--- config.mk ---
export PLATFORM = sky130hd
export DESIGN_NAME = reg_file_scoreboard_flat
export DESIGN_NICKNAME = d
export VERILOG_FILES = /design/src/rtl/reg_file_scoreboard_if.sv /design/src/rtl/reg_file_scoreboard.sv /design/src/flat_wrapper.sv
export SDC_FILE = /design/constraint.sdc
export NUM_CORES = 1
export LEC_CHECK = 0
export BUFFER_PORTS_ARGS = -buffer_cell sky130_fd_sc_hd__buf_2
export CORE_MARGIN = 2
export CORE_UTILIZATION = 37
export DETAILED_ROUTE_END_ITERATION = 6
export PLACE_DENSITY = 0.63
export SYNTH_ARGS = -nofsm -noshare
export SYNTH_HDL_FRONTEND = slang
export SYNTH_SLANG_ARGS = --single-unit
--- constraint.sdc ---
create_clock -name clk -period 2.9 [get_ports clk]
set_clock_uncertainty 0.05 [all_clocks]
set_input_delay 0.29 -clock clk [delete_from_list [all_inputs] [get_ports clk]]
set_output_delay 0.29 -clock clk [all_outputs]
set_load 0.05 [all_outputs]
--- src/rtl/reg_file_scoreboard_if.sv ---
// Operand/write-back bus between the pipeline (master) and the register file with scoreboard (slave).
interface reg_file_scoreboard_if #(
  parameter int unsigned DATA_W = 16,
  parameter int unsigned ADDR_W = 3,
  parameter int unsigned NREG   = 8
);
  logic [DATA_W-1:0] ans_wb;
  logic              wb_en;
  logic [ADDR_W-1:0] wb_addr;
  logic [ADDR_W-1:0] rd_addr_a;
  logic [ADDR_W-1:0] rd_addr_b;
  logic              issue_valid;
  logic              issue_writes;
  logic [ADDR_W-1:0] issue_dest;
  logic [DATA_W-1:0] rd_data_a;
  logic [DATA_W-1:0] rd_data_b;
  logic              stall;
  logic              issue_accept;
  logic [NREG-1:0]   pending;
  logic              wb_err;

  modport master (
    output ans_wb, wb_en, wb_addr, rd_addr_a, rd_addr_b,
           issue_valid, issue_writes, issue_dest,
    input  rd_data_a, rd_data_b, stall, issue_accept, pending, wb_err
  );

  modport slave (
    input  ans_wb, wb_en, wb_addr, rd_addr_a, rd_addr_b,
           issue_valid, issue_writes, issue_dest,
    output rd_data_a, rd_data_b, stall, issue_accept, pending, wb_err
  );
endinterface

--- src/rtl/reg_file_scoreboard.sv ---
// Architectural register file (R0 = 0) with two registered read ports, write-through
// bypass, and a per-register pending scoreboard that stalls RAW/WAW hazards at issue.
module reg_file_scoreboard #(
  parameter int unsigned DATA_W = 16,
  parameter int unsigned ADDR_W = 3,
  parameter int unsigned NREG   = 2 ** ADDR_W
) (
  input  logic                  clk,
  input  logic                  reset,
  reg_file_scoreboard_if.slave  bus
);

  logic [DATA_W-1:0] r_regs [NREG];
  logic [NREG-1:0]   r_pending;
  logic [DATA_W-1:0] r_rd_data_a;
  logic [DATA_W-1:0] r_rd_data_b;
  logic              r_wb_err;

  logic              w_wr;
  logic [NREG-1:0]   w_clr;
  logic [NREG-1:0]   w_set;
  logic [NREG-1:0]   w_pend_eff;
  logic [NREG-1:0]   w_pend_nxt;
  logic              w_stall;
  logic              w_accept;
  logic [DATA_W-1:0] w_rd_a_nxt;
  logic [DATA_W-1:0] w_rd_b_nxt;

  // A register being written back this cycle is ready: its data is bypassed to the reader.
  always_comb begin
    w_wr       = bus.wb_en && (bus.wb_addr != '0);
    w_clr      = w_wr ? (NREG'(1) << bus.wb_addr) : '0;
    w_pend_eff = r_pending & ~w_clr;
    w_stall    = bus.issue_valid &
                 (w_pend_eff[bus.rd_addr_a] | w_pend_eff[bus.rd_addr_b] |
                  (bus.issue_writes & w_pend_eff[bus.issue_dest]));
    w_accept   = bus.issue_valid & ~w_stall;
    w_set      = (w_accept && bus.issue_writes && (bus.issue_dest != '0))
                 ? (NREG'(1) << bus.issue_dest) : '0;
    // Set after clear so a same-cycle retire and re-issue leaves the register in flight.
    w_pend_nxt = ((r_pending & ~w_clr) | w_set) & ~NREG'(1);
  end

  // Read-next muxes: R0 reads zero, same-cycle write-back wins over stored data.
  always_comb begin
    w_rd_a_nxt = r_regs[bus.rd_addr_a];
    w_rd_b_nxt = r_regs[bus.rd_addr_b];
    if (w_wr && (bus.wb_addr == bus.rd_addr_a)) w_rd_a_nxt = bus.ans_wb;
    if (w_wr && (bus.wb_addr == bus.rd_addr_b)) w_rd_b_nxt = bus.ans_wb;
    if (bus.rd_addr_a == '0) w_rd_a_nxt = '0;
    if (bus.rd_addr_b == '0) w_rd_b_nxt = '0;
  end

  always_ff @(posedge clk) begin
    if (reset) begin
      for (int i = 0; i < int'(NREG); i++) r_regs[i] <= '0;
      r_pending   <= '0;
      r_rd_data_a <= '0;
      r_rd_data_b <= '0;
      r_wb_err    <= 1'b0;
    end else begin
      if (w_wr) r_regs[bus.wb_addr] <= bus.ans_wb;
      if (w_wr && !r_pending[bus.wb_addr]) r_wb_err <= 1'b1;
      r_pending   <= w_pend_nxt;
      r_rd_data_a <= w_rd_a_nxt;
      r_rd_data_b <= w_rd_b_nxt;
    end
  end

  assign bus.rd_data_a    = r_rd_data_a;
  assign bus.rd_data_b    = r_rd_data_b;
  assign bus.stall        = w_stall;
  assign bus.issue_accept = w_accept;
  assign bus.pending      = r_pending;
  assign bus.wb_err       = r_wb_err;

endmodule

--- src/flat_wrapper.sv ---
// flat-port wrapper written by rule: the top's interface ports become plain ports
module reg_file_scoreboard_flat 
#(
  parameter int unsigned DATA_W = 16,
  parameter int unsigned ADDR_W = 3,
  parameter int unsigned NREG   = 2 ** ADDR_W
)
  (clk, reset, bus_ans_wb, bus_wb_en, bus_wb_addr, bus_rd_addr_a, bus_rd_addr_b, bus_issue_valid, bus_issue_writes, bus_issue_dest, bus_rd_data_a, bus_rd_data_b, bus_stall, bus_issue_accept, bus_pending, bus_wb_err);
  reg_file_scoreboard_if #(.DATA_W(DATA_W), .ADDR_W(ADDR_W), .NREG(NREG)) bus_i ();
  input  logic clk;
  input  logic reset;
  input wire logic [$bits(bus_i.ans_wb)-1:0] bus_ans_wb;
  input wire logic [$bits(bus_i.wb_en)-1:0] bus_wb_en;
  input wire logic [$bits(bus_i.wb_addr)-1:0] bus_wb_addr;
  input wire logic [$bits(bus_i.rd_addr_a)-1:0] bus_rd_addr_a;
  input wire logic [$bits(bus_i.rd_addr_b)-1:0] bus_rd_addr_b;
  input wire logic [$bits(bus_i.issue_valid)-1:0] bus_issue_valid;
  input wire logic [$bits(bus_i.issue_writes)-1:0] bus_issue_writes;
  input wire logic [$bits(bus_i.issue_dest)-1:0] bus_issue_dest;
  output wire logic [$bits(bus_i.rd_data_a)-1:0] bus_rd_data_a;
  output wire logic [$bits(bus_i.rd_data_b)-1:0] bus_rd_data_b;
  output wire logic [$bits(bus_i.stall)-1:0] bus_stall;
  output wire logic [$bits(bus_i.issue_accept)-1:0] bus_issue_accept;
  output wire logic [$bits(bus_i.pending)-1:0] bus_pending;
  output wire logic [$bits(bus_i.wb_err)-1:0] bus_wb_err;
  assign bus_i.ans_wb = bus_ans_wb;
  assign bus_i.wb_en = bus_wb_en;
  assign bus_i.wb_addr = bus_wb_addr;
  assign bus_i.rd_addr_a = bus_rd_addr_a;
  assign bus_i.rd_addr_b = bus_rd_addr_b;
  assign bus_i.issue_valid = bus_issue_valid;
  assign bus_i.issue_writes = bus_issue_writes;
  assign bus_i.issue_dest = bus_issue_dest;
  assign bus_rd_data_a = bus_i.rd_data_a;
  assign bus_rd_data_b = bus_i.rd_data_b;
  assign bus_stall = bus_i.stall;
  assign bus_issue_accept = bus_i.issue_accept;
  assign bus_pending = bus_i.pending;
  assign bus_wb_err = bus_i.wb_err;
  reg_file_scoreboard #(.DATA_W(DATA_W), .ADDR_W(ADDR_W), .NREG(NREG)) u_core (.clk(clk), .reset(reset), .bus(bus_i));
endmodule
After elaboration in Yosys (flattened, before gate mapping)
Memory sizes are Yosys's and may differ from the RTL's. A register that Yosys moved wholly into a read port is not among the register bits.
Index checks and enable logic that the tools add are counted.
Word-level totals
  flip-flop bits (word level): 9
  bits of input ports: 33
  RAM bits: 128
  memories kept: 1
Operators by class
  mux-type cells: 18
  bitwise operators: 9
  shifts and indexed selects: 2
  magnitude comparators: 4
  reduce and logical (&&, ||, !) cells: 12
Memory list
  u_core.r_regs: depth 8, bits a word 16, rd ports 2, clocked after Yosys merged registers in 2, write ports 8, RTL line reg_file_scoreboard.sv:13  | logic [DATA_W-1:0] r_regs [NREG];
Operators with widths (number)
  $lt A3 B4 Y1 const B: 4
  $mux W16: 1
  $mux W8: 2
  $reduce_or A16 Y1: 1
  $shl A1 B3 Y8 const A: 2
  $bmux W1 S3: 4
  $mux W1: 10
  $and A8 B8 Y8: 1
  $not A8 Y8: 1
  $or A8 B8 Y8: 1
  $logic_not A3 Y1: 2
  $reduce_bool A3 Y1: 2
  $logic_and A1 B1 Y1: 4
  $reduce_or A2 Y1: 2
  $and A1 B1 Y1: 3
  $mux W3: 1
  $or A1 B1 Y1: 2
  $logic_not A1 Y1: 1
  $not A1 Y1: 1

Logic depth before layout (Yosys ltp)
Gate-level depths: netlist (run 1).
  word-level depth: 16
  mapped depth: 7
  mapped depth without buffers: 5

Least setup slack after synthesis (run 1)
OpenSTA, ideal clock, no wires.
  path type: reg2out
  from: register u_core.r_pending[1], in the netlist u_core.bus.pending[1]
  to: output port bus_stall
  data required time: 2560 ps
  cell stages (with the launch flop): 6
  setup slack: 514 ps
  data arrival time: 2046 ps
  path through: dfxtp_1 nand3b_1 o22ai_2 a311oi_1 o32ai_2 o21a_1
Between the ends
  word-level cells in the longest chain between the ends: 6
Ends and longest elaborated chain
  start, declared: RTL line reg_file_scoreboard.sv:14  | logic [NREG-1:0] r_pending;
  start signal, assigned: RTL line reg_file_scoreboard.sv:64  | r_pending <= w_pend_nxt;
  $and A8 B8 Y8 (*): RTL line reg_file_scoreboard.sv:33  | w_pend_eff = r_pending & ~w_clr;
  $bmux W1 S3, on equally long branches: RTL line reg_file_scoreboard.sv:35, reg_file_scoreboard.sv:36
  $mux W1, on equally long branches: RTL line reg_file_scoreboard.sv:35, reg_file_scoreboard.sv:36
  $or A1 B1 Y1 or $and A1 B1 Y1 (tied branches): RTL line reg_file_scoreboard.sv:35, reg_file_scoreboard.sv:36
  $or A1 B1 Y1 (*): RTL line reg_file_scoreboard.sv:35  | (w_pend_eff[bus.rd_addr_a] | w_pend_eff[bus.rd_addr_b] |
  $and A1 B1 Y1 (*): RTL line reg_file_scoreboard.sv:34  | w_stall = bus.issue_valid &
  end, declared: RTL line flat_wrapper.sv:22  | output wire logic [$bits(bus_i.stall)-1:0] bus_stall;
Mark *: on every way between the ends. The rest lies on a longest branch, timed or not. The select of a mux whose other input is x is not followed.

Final worst setup path (run 1)
Same ends and word-level chain as after synthesis.

==> results of run 1 <==
==> state kept, by name (all words and copies together) (netlist names) <==
| register | cells |
|---|---|
| u_core.bus.rd_data_b | 16 |
| u_core.bus.wb_err | 1 |
| u_core.bus.pending | 7 |
| u_core.r_regs | 128 |
| u_core.bus.rd_data_a | 16 |
==> worst max-delay path, cell delays in order, from the launching register on <==
cell                       delay, ps
sky130_fd_sc_hd__dfxtp_1         430
sky130_fd_sc_hd__nand3b_1        120
sky130_fd_sc_hd__o22ai_2         150
sky130_fd_sc_hd__a311oi_1         80
sky130_fd_sc_hd__o32ai_2         640
sky130_fd_sc_hd__o21a_1          230
sky130_fd_sc_hd__buf_2           260
==> Yosys cell counts (all sizes together) (2+ instances only) <==
cell,count,share of area [%]
edfxtp,128,45
and2,113,8.3
mux4,64,17
dfxtp,40,9.4
nor2,40,1.8
mux2i,34,4.0
a211oi,32,2.8
buf,29,2.2
clkbuf,17,0.75
nor3,10,0.59
nand3b,9,0.79
or2,9,0.66
o21ai,8,0.47
inv,7,0.31
nand4,7,0.51
a311oi,6,0.69
o22ai,6,0.51
xnor2,6,0.62
nand2,5,0.22
nand3,4,0.23
nand2b,3,0.25
nor3b,3,0.38
and3,2,0.15
and4bb,2,0.34
nand4b,2,0.21
nor2b,2,0.15
o211ai,2,0.18
o21a,2,0.26
o32ai,2,0.38
or3b,2,0.21
==> cells in the final DEF (no fill, tap or decap), types with 4 or more instances in the layout <==
master,Yosys,layout
sky130_fd_sc_hd__xnor2_1,6,6
sky130_fd_sc_hd__nor3_1,10,9
sky130_fd_sc_hd__conb_1,1,17
sky130_fd_sc_hd__inv_1,7,7
sky130_fd_sc_hd__edfxtp_1,128,128
sky130_fd_sc_hd__clkbuf_16,0,17
sky130_fd_sc_hd__nand2_1,5,5
sky130_fd_sc_hd__or2_2,8,8
sky130_fd_sc_hd__nand3_1,4,4
sky130_fd_sc_hd__a311oi_1,5,5
sky130_fd_sc_hd__a211oi_1,32,32
sky130_fd_sc_hd__inv_6,0,5
sky130_fd_sc_hd__o22ai_1,5,5
sky130_fd_sc_hd__mux2i_1,34,34
sky130_fd_sc_hd__mux4_2,64,64
sky130_fd_sc_hd__nand3b_1,9,9
sky130_fd_sc_hd__and2_1,113,113
sky130_fd_sc_hd__nor2_1,40,40
sky130_fd_sc_hd__nand4_1,7,7
sky130_fd_sc_hd__buf_4,9,15
sky130_fd_sc_hd__dfxtp_1,40,40
sky130_fd_sc_hd__buf_2,11,74
sky130_fd_sc_hd__o21ai_1,5,5
==> cells by family (layout without fill, tap and decap cells) <==
family / after synthesis / after routing / synth area share [%]
AND/OR/NAND/NOR: 216 / 216 / 15.0
flip-flops: 168 / 168 / 54.4
multiplexers: 98 / 98 / 20.9
AO/OA/AOI/OAI: 62 / 62 / 5.75
buffers and inverters: 53 / 131 / 3.24
XOR/XNOR: 6 / 6 / 0.616
other: 1 / 18 / 0.0440
==> power breakdown <==
group          switching (W)  leakage, nW  internal, W
Combinational       0.000521         1.80     0.000311
Sequential         0.0000694         1.56      0.00276
Clock               0.000969        0.271      0.00118
Total                0.00156         3.63      0.00425
==> layout make-up <==
type | count | area share (%)
sequential | 168 | 47.4
multi-input combinational | 399 | 37.5
timing repair buffer | 92 | 5.54
clock buffer | 21 | 4.80
tap | 285 | 3.64
clock inverter | 11 | 0.880
inverter | 7 | 0.268
antenna | 1 | 0.0255
==> path summary, 6_finish.rpt <==
path | from | end | slack [ps]
max | u_core.bus.pending[1] | bus_stall | 240
min | bus_issue_dest[2] | u_core.bus.pending[6] | 140
max reg2reg | u_core.bus.pending[1] | u_core.bus.pending[2] | 1090
min reg2reg | u_core.bus.wb_err | u_core.bus.wb_err | 450
==> through the flow <==
stage          hold WS (ps)  instances  instance area [µm²]
6_report                140        984                 9810
5_1_grt                 137        983                 9800
4_1_cts                 122        983                 9800
3_5_place_dp            433        951                 9250
3_3_place_gp            416        951                 9250
2_1_floorplan           386        620                 8590
==> layer usage <==
layer / wire length [µm] / share of wire [%] / vias to the layer above
met5: 0 / 0 / -
met4: 250 / 1.1 / 0
li1: - / - / 2471
met3: 1640 / 7.3 / 20
met1: 9940 / 44 / 2849
met2: 10600 / 47 / 222
==> results by stage, run 1 <==
Run status:
- The run finished with clean final reports.

Floorplanning:
- The count of pins on the block boundary is 76.
- The die is 156 µm wide.
- The initial standard-cell utilization of the core is 37.7%.
- The floorplan die area is 0.0243 mm².
- The total core area is between 0.02 and 0.025 mm².
- The count of standard-cell rows is 55.
- The die is 156 µm tall.

Global route:
- After global routing, the most crowded layer is met2.
- The maximum number of pins on one net before global-route repair is 33.
- Global routing used a little over a quarter of the available met1 tracks.
- The first global-routing pass estimated 34.3 mm of wire.
- The global route total overflow is 0.
- The met3 routing resource usage after global routing is 4.56%.
- The number of antenna violations at the first check in global routing came to 2.
- For this run, global-route usage on met2 was measured as 30.8%.
- The all-layer global routing usage is 19.3%.
- The number of global-route vias before repair is approximately 5700.

Drt:
- Summing over every cut layer, the via total after detailed routing is 5562.
- The number of remaining DRC errors is 0.
- The total iterations of the first detailed-routing run is 5.
- After the first detailed-routing iteration, the DRC count stood at 527.
- In this run the remaining antenna-violating nets after routing total 0.
- For this block, the routed nets add up to 22.4 mm of wire.
- The final routed wire length divided by cell count is 22.8 µm.
- After detailed routing, the number of vias per cell comes to 5.65.

Logic synthesis:
- After synthesis the netlist holds a flip-flop and latch count of 168.
- The synthesized netlist contains 49 unique library cells.
- The cell count after synthesis is 604.
- The sequential share of the synthesized area is 54.4%.
- The proportion of register bits with asynchronous set or reset after synthesis is 0%.
- The cell area after synthesis is 0.00853 mm².
- The mean cell area of the mapped netlist is ~14 µm².
- In the synthesized netlist the dominant register cell turns out to be sky130_fd_sc_hd__edfxtp_1.
- The number of warning messages in the yosys log is 0.
- Yosys mapped a number of flops with a built-in enable equal to ~130.

Power:
- For this design the static power due to leakage is 3.63 nW.
- Overall power consumption after layout is estimated at about 0.0058 W.
- IR analysis of the VDD net gives a maximum drop of approximately 0.40 mV.
- Power spread over the standard cell area amounts to 592 mW/mm².

Hold path:
- The type of the worst min-delay path is input pin to flip-flop.
- The count of cells along the worst hold path is 3.

Worst setup path:
- The depth of the worst register-to-register path is 5.
- The startpoint-to-endpoint class of the critical path is flip-flop to output port.
- The arrival time of the worst setup path is 2320 ps.
- The worst setup path is launched from a flip-flop.
- Of all nets on the critical path, the largest fanout is 9.
- The worst setup path is captured at an output port.
- Data on the critical path is required at its endpoint by 2560 ps.

Clock network:
- Clock-pin slew was measured on the worst setup and hold paths at 60 ps.
- In this run the number of H-tree levels came out at 4.
- The number of clock buffers inserted by TritonCTS is 17.
- The post-CTS setup buffer count is 0.
- CTS placed an instance of sky130_fd_sc_hd__clkbuf_16 at the clock tree root.
- TritonCTS built the clock tree.
- The number of gates resized after CTS was 0.
- The clock drives 168 sinks.
- Buffers inserted to repair hold after CTS numbered 0.
- The clock latency on the worst-skew pair is 430 ps.
- The clock passes through at most 2 buffers.

Final layout:
- The layout net count is 718.
- The area of the multi-input gates is 0.00368 mm².
- The final core area utilization is 43.3%.
- The area growth from synthesis to final layout is 14.9%.
- The register cell area after layout is 0.00464 mm².
- The filler cells instantiated in the layout total between 2000 and 2500.
- The proportion of layout cells with a drive suffix above 1 is 29.8%.

STA:
- Setup repair after global routing left no endpoint under its margin.
- The achievable frequency is 376 MHz.
- The number of hold violations in the final report is 0.
- Setup violations remaining at the end of the flow were counted as 0.
- In the post-route analysis, the smallest setup slack over all paths is 241 ps.
- The relative slew slack is 55.9%.
- The final critical delay including setup and external delays is 2660 ps.
- The setup total negative slack is 0 ps.
- At the pin with the least slew margin, the transition time is 661 ps.
- The final critical path takes up 91.7% of the cycle.
- The number of pins with negative max-slew slack in the final report was 0.

Placement:
- OpenSTA, run right after detailed placement, puts the worst setup slack at 368 ps.
- The congestion estimate from routability-driven global placement came to about 0.79.
- The port buffer count is 74.
- The wire-length estimate of the detail-placed layout is 13.7 mm.

Run:
- The max-capacitance violation count is 0.
(Power assumes the default switching activity.)
==> run 2, diff against run 1 <==
--- a/config.mk
+++ b/config.mk
@@ -5,6 +5,7 @@
 export SDC_FILE = /design/constraint.sdc
 export NUM_CORES = 1
 export LEC_CHECK = 0
+export ABC_AREA = 1
 export BUFFER_PORTS_ARGS = -buffer_cell sky130_fd_sc_hd__buf_2
 export CORE_MARGIN = 2
 export CORE_UTILIZATION = 37
==> results by stage, run 2 <==
Drt:
- The final wirelength is 25.7 mm (+14%).
- The routed metal-1 wirelength is 10.7 mm (+7.9%).
- The total length of routed met2 wires is 11.8 mm (+12%).
- The highest metal layer used by the detailed router is met4.
- The per-cell via count in the routed design came to 5.54 (-1.9%).
- The sum of met3 wire segment lengths after detailed routing is 2.41 mm (+47%).
- The total iterations of the first detailed-routing run is 6 (+1).
- The total number of vias is 7128 (+28%).
- The number of remaining DRC errors is 0 (unchanged).
- The first-iteration detailed-routing DRC count came to 1126 (+110%).
- The final routed wire length divided by cell count is 20.0 µm (-12%).
- The antenna violation net count after detailed routing is 0 (unchanged).

Worst setup path:
- The worst setup path is of the flip-flop to output port kind.
- The highest net fanout along the worst path came to 4 (-5).
- The arrival time of the worst setup path is 1920 ps (-400 ps).
- The startpoint identified for the worst register-to-register timing path is u_core.bus.pending[4].
- The endpoint required time on the critical path was 2560 ps (about the same).
- The depth of the worst register-to-register path came to 11 (+6).
- The kind of end point of the critical path is an output port.
- The critical path starts at u_core.bus.pending[4].
- The worst setup path is launched from a flip-flop.

Final layout:
- The post-route cell area is 0.00959 mm² (-2.2%).
- In the layout the commonest cells are 132 x sky130_fd_sc_hd__nor2_1, 131 x sky130_fd_sc_hd__inv_1, 128 x sky130_fd_sc_hd__edfxtp_1.
- The top register by number of flip-flops is u_core.r_regs.
- The layout net count is 1026 (+43%).
- The number of filler instances in the final layout is 2188 (+7.0%).
- The area of the multi-input gates is 0.00287 mm² (-22%).
- The register cell area after layout is 0.00464 mm² (unchanged).
- The proportion of layout cells with a drive suffix above 1 came to 14.0% (-16 points).
- The flip-flop count of the largest register after layout was 128 (unchanged).
- The diode insertion count for antenna repair came to 0 (-1).
- The area growth from synthesis to layout is 16.2%.
- The most frequent standard cell in the layout excluding fill and tap cells is sky130_fd_sc_hd__nor2_1.

Clock network:
- The post-CTS setup buffer count is 0 (unchanged).
- The hold buffer count at cts is 0 (unchanged).
- The number of clock buffers inserted by TritonCTS came to 17 (unchanged).
- The clock input transition at the sequential cells of the worst setup and hold paths is 70 ps (about the same).
- The clock latency on the worst-skew pair is 430 ps (about the same).
- The H-tree depth was 4 (unchanged).
- The number of sinks on the clock net is 168 (unchanged).
- The count of cells resized by post-cts repair is 0 (unchanged).
- The maximum clock path buffer count is 2 (unchanged).
- The clock root buffer is sky130_fd_sc_hd__clkbuf_16.
- The CTS tree is built.

STA:
- The setup total negative slack was 0 ps (unchanged).
- The worst hold slack across all endpoints is 149 ps (+9.89 ps).
- The relative slew slack is 20.6% (-35 points).
- The number of setup violations in the final report is 0 (unchanged).
- The final critical delay including setup and external delays came to 2260 ps (-398 ps).
- The number of pins with negative max-slew slack in the final report came to 0 (unchanged).
- The slew at the pin closest to its max-slew limit is 1190 ps (+528 ps).
- The number of hold violations in the final report was 0 (unchanged).
- The post-route fraction of the period consumed by the critical path is 77.9% (-14 points).
- The achievable frequency is 442 MHz (+18%).
- Setup repair after global routing left no endpoint under its margin.

Power:
- The ratio of total power to cell area was 631 mW/mm² (+6.5%).
- The peak ir drop on the vdd network came to 0.378 mV (-6.2%).
- The reported leakage power is 3.99 nW (+10%).
- The post-layout total power came to 0.00605 W (+4.1%).

Floorplanning:
- The initial standard-cell utilization of the core is 37.7% (about the same).
- The count of pins on the block boundary is 76 (unchanged).
- The vertical die dimension is 153 µm (-1.6%).
- The floorplan die area is 0.0235 mm² (-3.2%).
- The width of the die is 153 µm (-1.6%).
- The count of standard-cell rows is 54 (-1.8%).
- The total core area is 0.0219 mm² (-3.3%).

Logic synthesis:
- The number of flops mapped to enable cells by yosys came to 128 (unchanged).
- The number of warning messages in the yosys log came to 0 (unchanged).
- Sorting the synthesized cells by area gives the leading types as sky130_fd_sc_hd__edfxtp_1 47%, sky130_fd_sc_hd__dfxtp_1 9.7%, sky130_fd_sc_hd__o21ai_0 6.2%.
- By count the netlist is led by 132 x sky130_fd_sc_hd__nor2_1, 131 x sky130_fd_sc_hd__inv_1, 128 x sky130_fd_sc_hd__edfxtp_1.
- The cell area after synthesis is 0.00825 mm² (-3.3%).
- The sequential share of the synthesized area is 56.3% (+1.8 points).
- The fraction of post-synthesis cell area in the top cell type by area was 46.6% (+1.5 points).
- The cell count after synthesis is 920 (+52%).
- The number of unique standard cell types used by synthesis came to 34 (-31%).
- The leading register cell type out of synthesis is sky130_fd_sc_hd__edfxtp_1.
- The most common cell in the netlist is sky130_fd_sc_hd__nor2_1.
- The mean cell area of the mapped netlist was 8.97 µm² (-36%).
- The cell taking the most area after synthesis is sky130_fd_sc_hd__edfxtp_1.
- The proportion of register bits with asynchronous set or reset after synthesis is 0% (unchanged).
- The synthesis-stage register bit count is 168 (unchanged).

Placement:
- The detailed-placement wirelength estimate is 16.9 mm (+23%).
- The routability congestion estimate is 0.875 (+11%).
- The port buffer count is 74 (unchanged).
- The cell area reported after detailed placement is 0.00896 mm² (-3.1%).

Hold path:
- The worst hold path begins at bus_ans_wb[14].
- In this run the worst hold path is classified as input pin to flip-flop.
- The count of cells along the worst hold path is 3 (unchanged).

Run:
- The max-capacitance violation count is 0 (unchanged).

Global route:
- The number of global-route vias before repair was 6870 (+20%).
- The global route total overflow is 0 (unchanged).
- The wire length of the first global-routing pass came to 39.8 mm (+16%).
- The all-layer global routing usage is 22.0% (+2.7 points).
- The number of antenna violations at the first check in global routing is 0 (-2).
- The maximum number of pins on one net before global-route repair was 65 (+97%).

Run status:
- The flow ran to the end, and the final reports show no timing, DRC or antenna violations.
-- run 2: stage by stage --
| step | setup WS, ps | cells | util (%) |
|---|---|---|---|
| floorplan | 236 | 936 | - |
| finish | 640 | 1286 | 43.8 |
| detailed placement | 619 | 1254 | 40.9 |
| global route | 438 | 1286 | 43.8 |
| CTS | 637 | 1286 | 43.8 |
| global placement | 634 | 1254 | 40.9 |
-- run 2: logic make-up after synthesis --
| family | Yosys count | share of synthesized area (%) |
|---|---|---|
| buf+inv | 204 | 9.72 |
| other cells | 1 | 0.0454 |
| flops | 168 | 56.3 |
| compound gates | 299 | 21.5 |
| simple gates | 243 | 11.9 |
| xor+xnor | 5 | 0.531 |
-- run 2: layer usage --
metal	up-vias	track usage, %
li1	3334	-
met1	3353	30.2
met2	381	34.1
met3	60	4.62
met4	0	8.78
met5	-	0
-- run 2: path summary, 6_finish.rpt --
check | to | slack [ps]
min | u_core.bus.rd_data_b[14] | 150
max | bus_stall | 640
max reg2reg | u_core.bus.pending[5] | 1370
min reg2reg | u_core.bus.wb_err | 400
-- run 2: where the power goes --
group          total [W]  internal, W  switching, W
Combinational   0.000832     0.000210      0.000621
Sequential       0.00281      0.00275     0.0000580
Clock            0.00241      0.00140       0.00101
-- run 2: worst max-delay path, stage by stage, from the launching register on --
cell	delay, ps
sky130_fd_sc_hd__dfxtp_1	420
sky130_fd_sc_hd__nand2_1	150
sky130_fd_sc_hd__nor2_1	130
sky130_fd_sc_hd__nor2_1	60
sky130_fd_sc_hd__nand2_1	50
sky130_fd_sc_hd__nand2_1	50
sky130_fd_sc_hd__nand2_1	80
sky130_fd_sc_hd__clkinv_1	90
sky130_fd_sc_hd__a21boi_0	170
sky130_fd_sc_hd__buf_2	290
-- run 2: area by class of cell --
cell class                      count  area share [%]
Clock buffer                       18            4.58
Sequential cell                   168            48.4
Clock inverter                     14            1.96
Timing Repair Buffer              100            5.90
Tap cell                          280            3.65
Inverter                          142            5.56
Multi-Input combinational cell    564            29.9
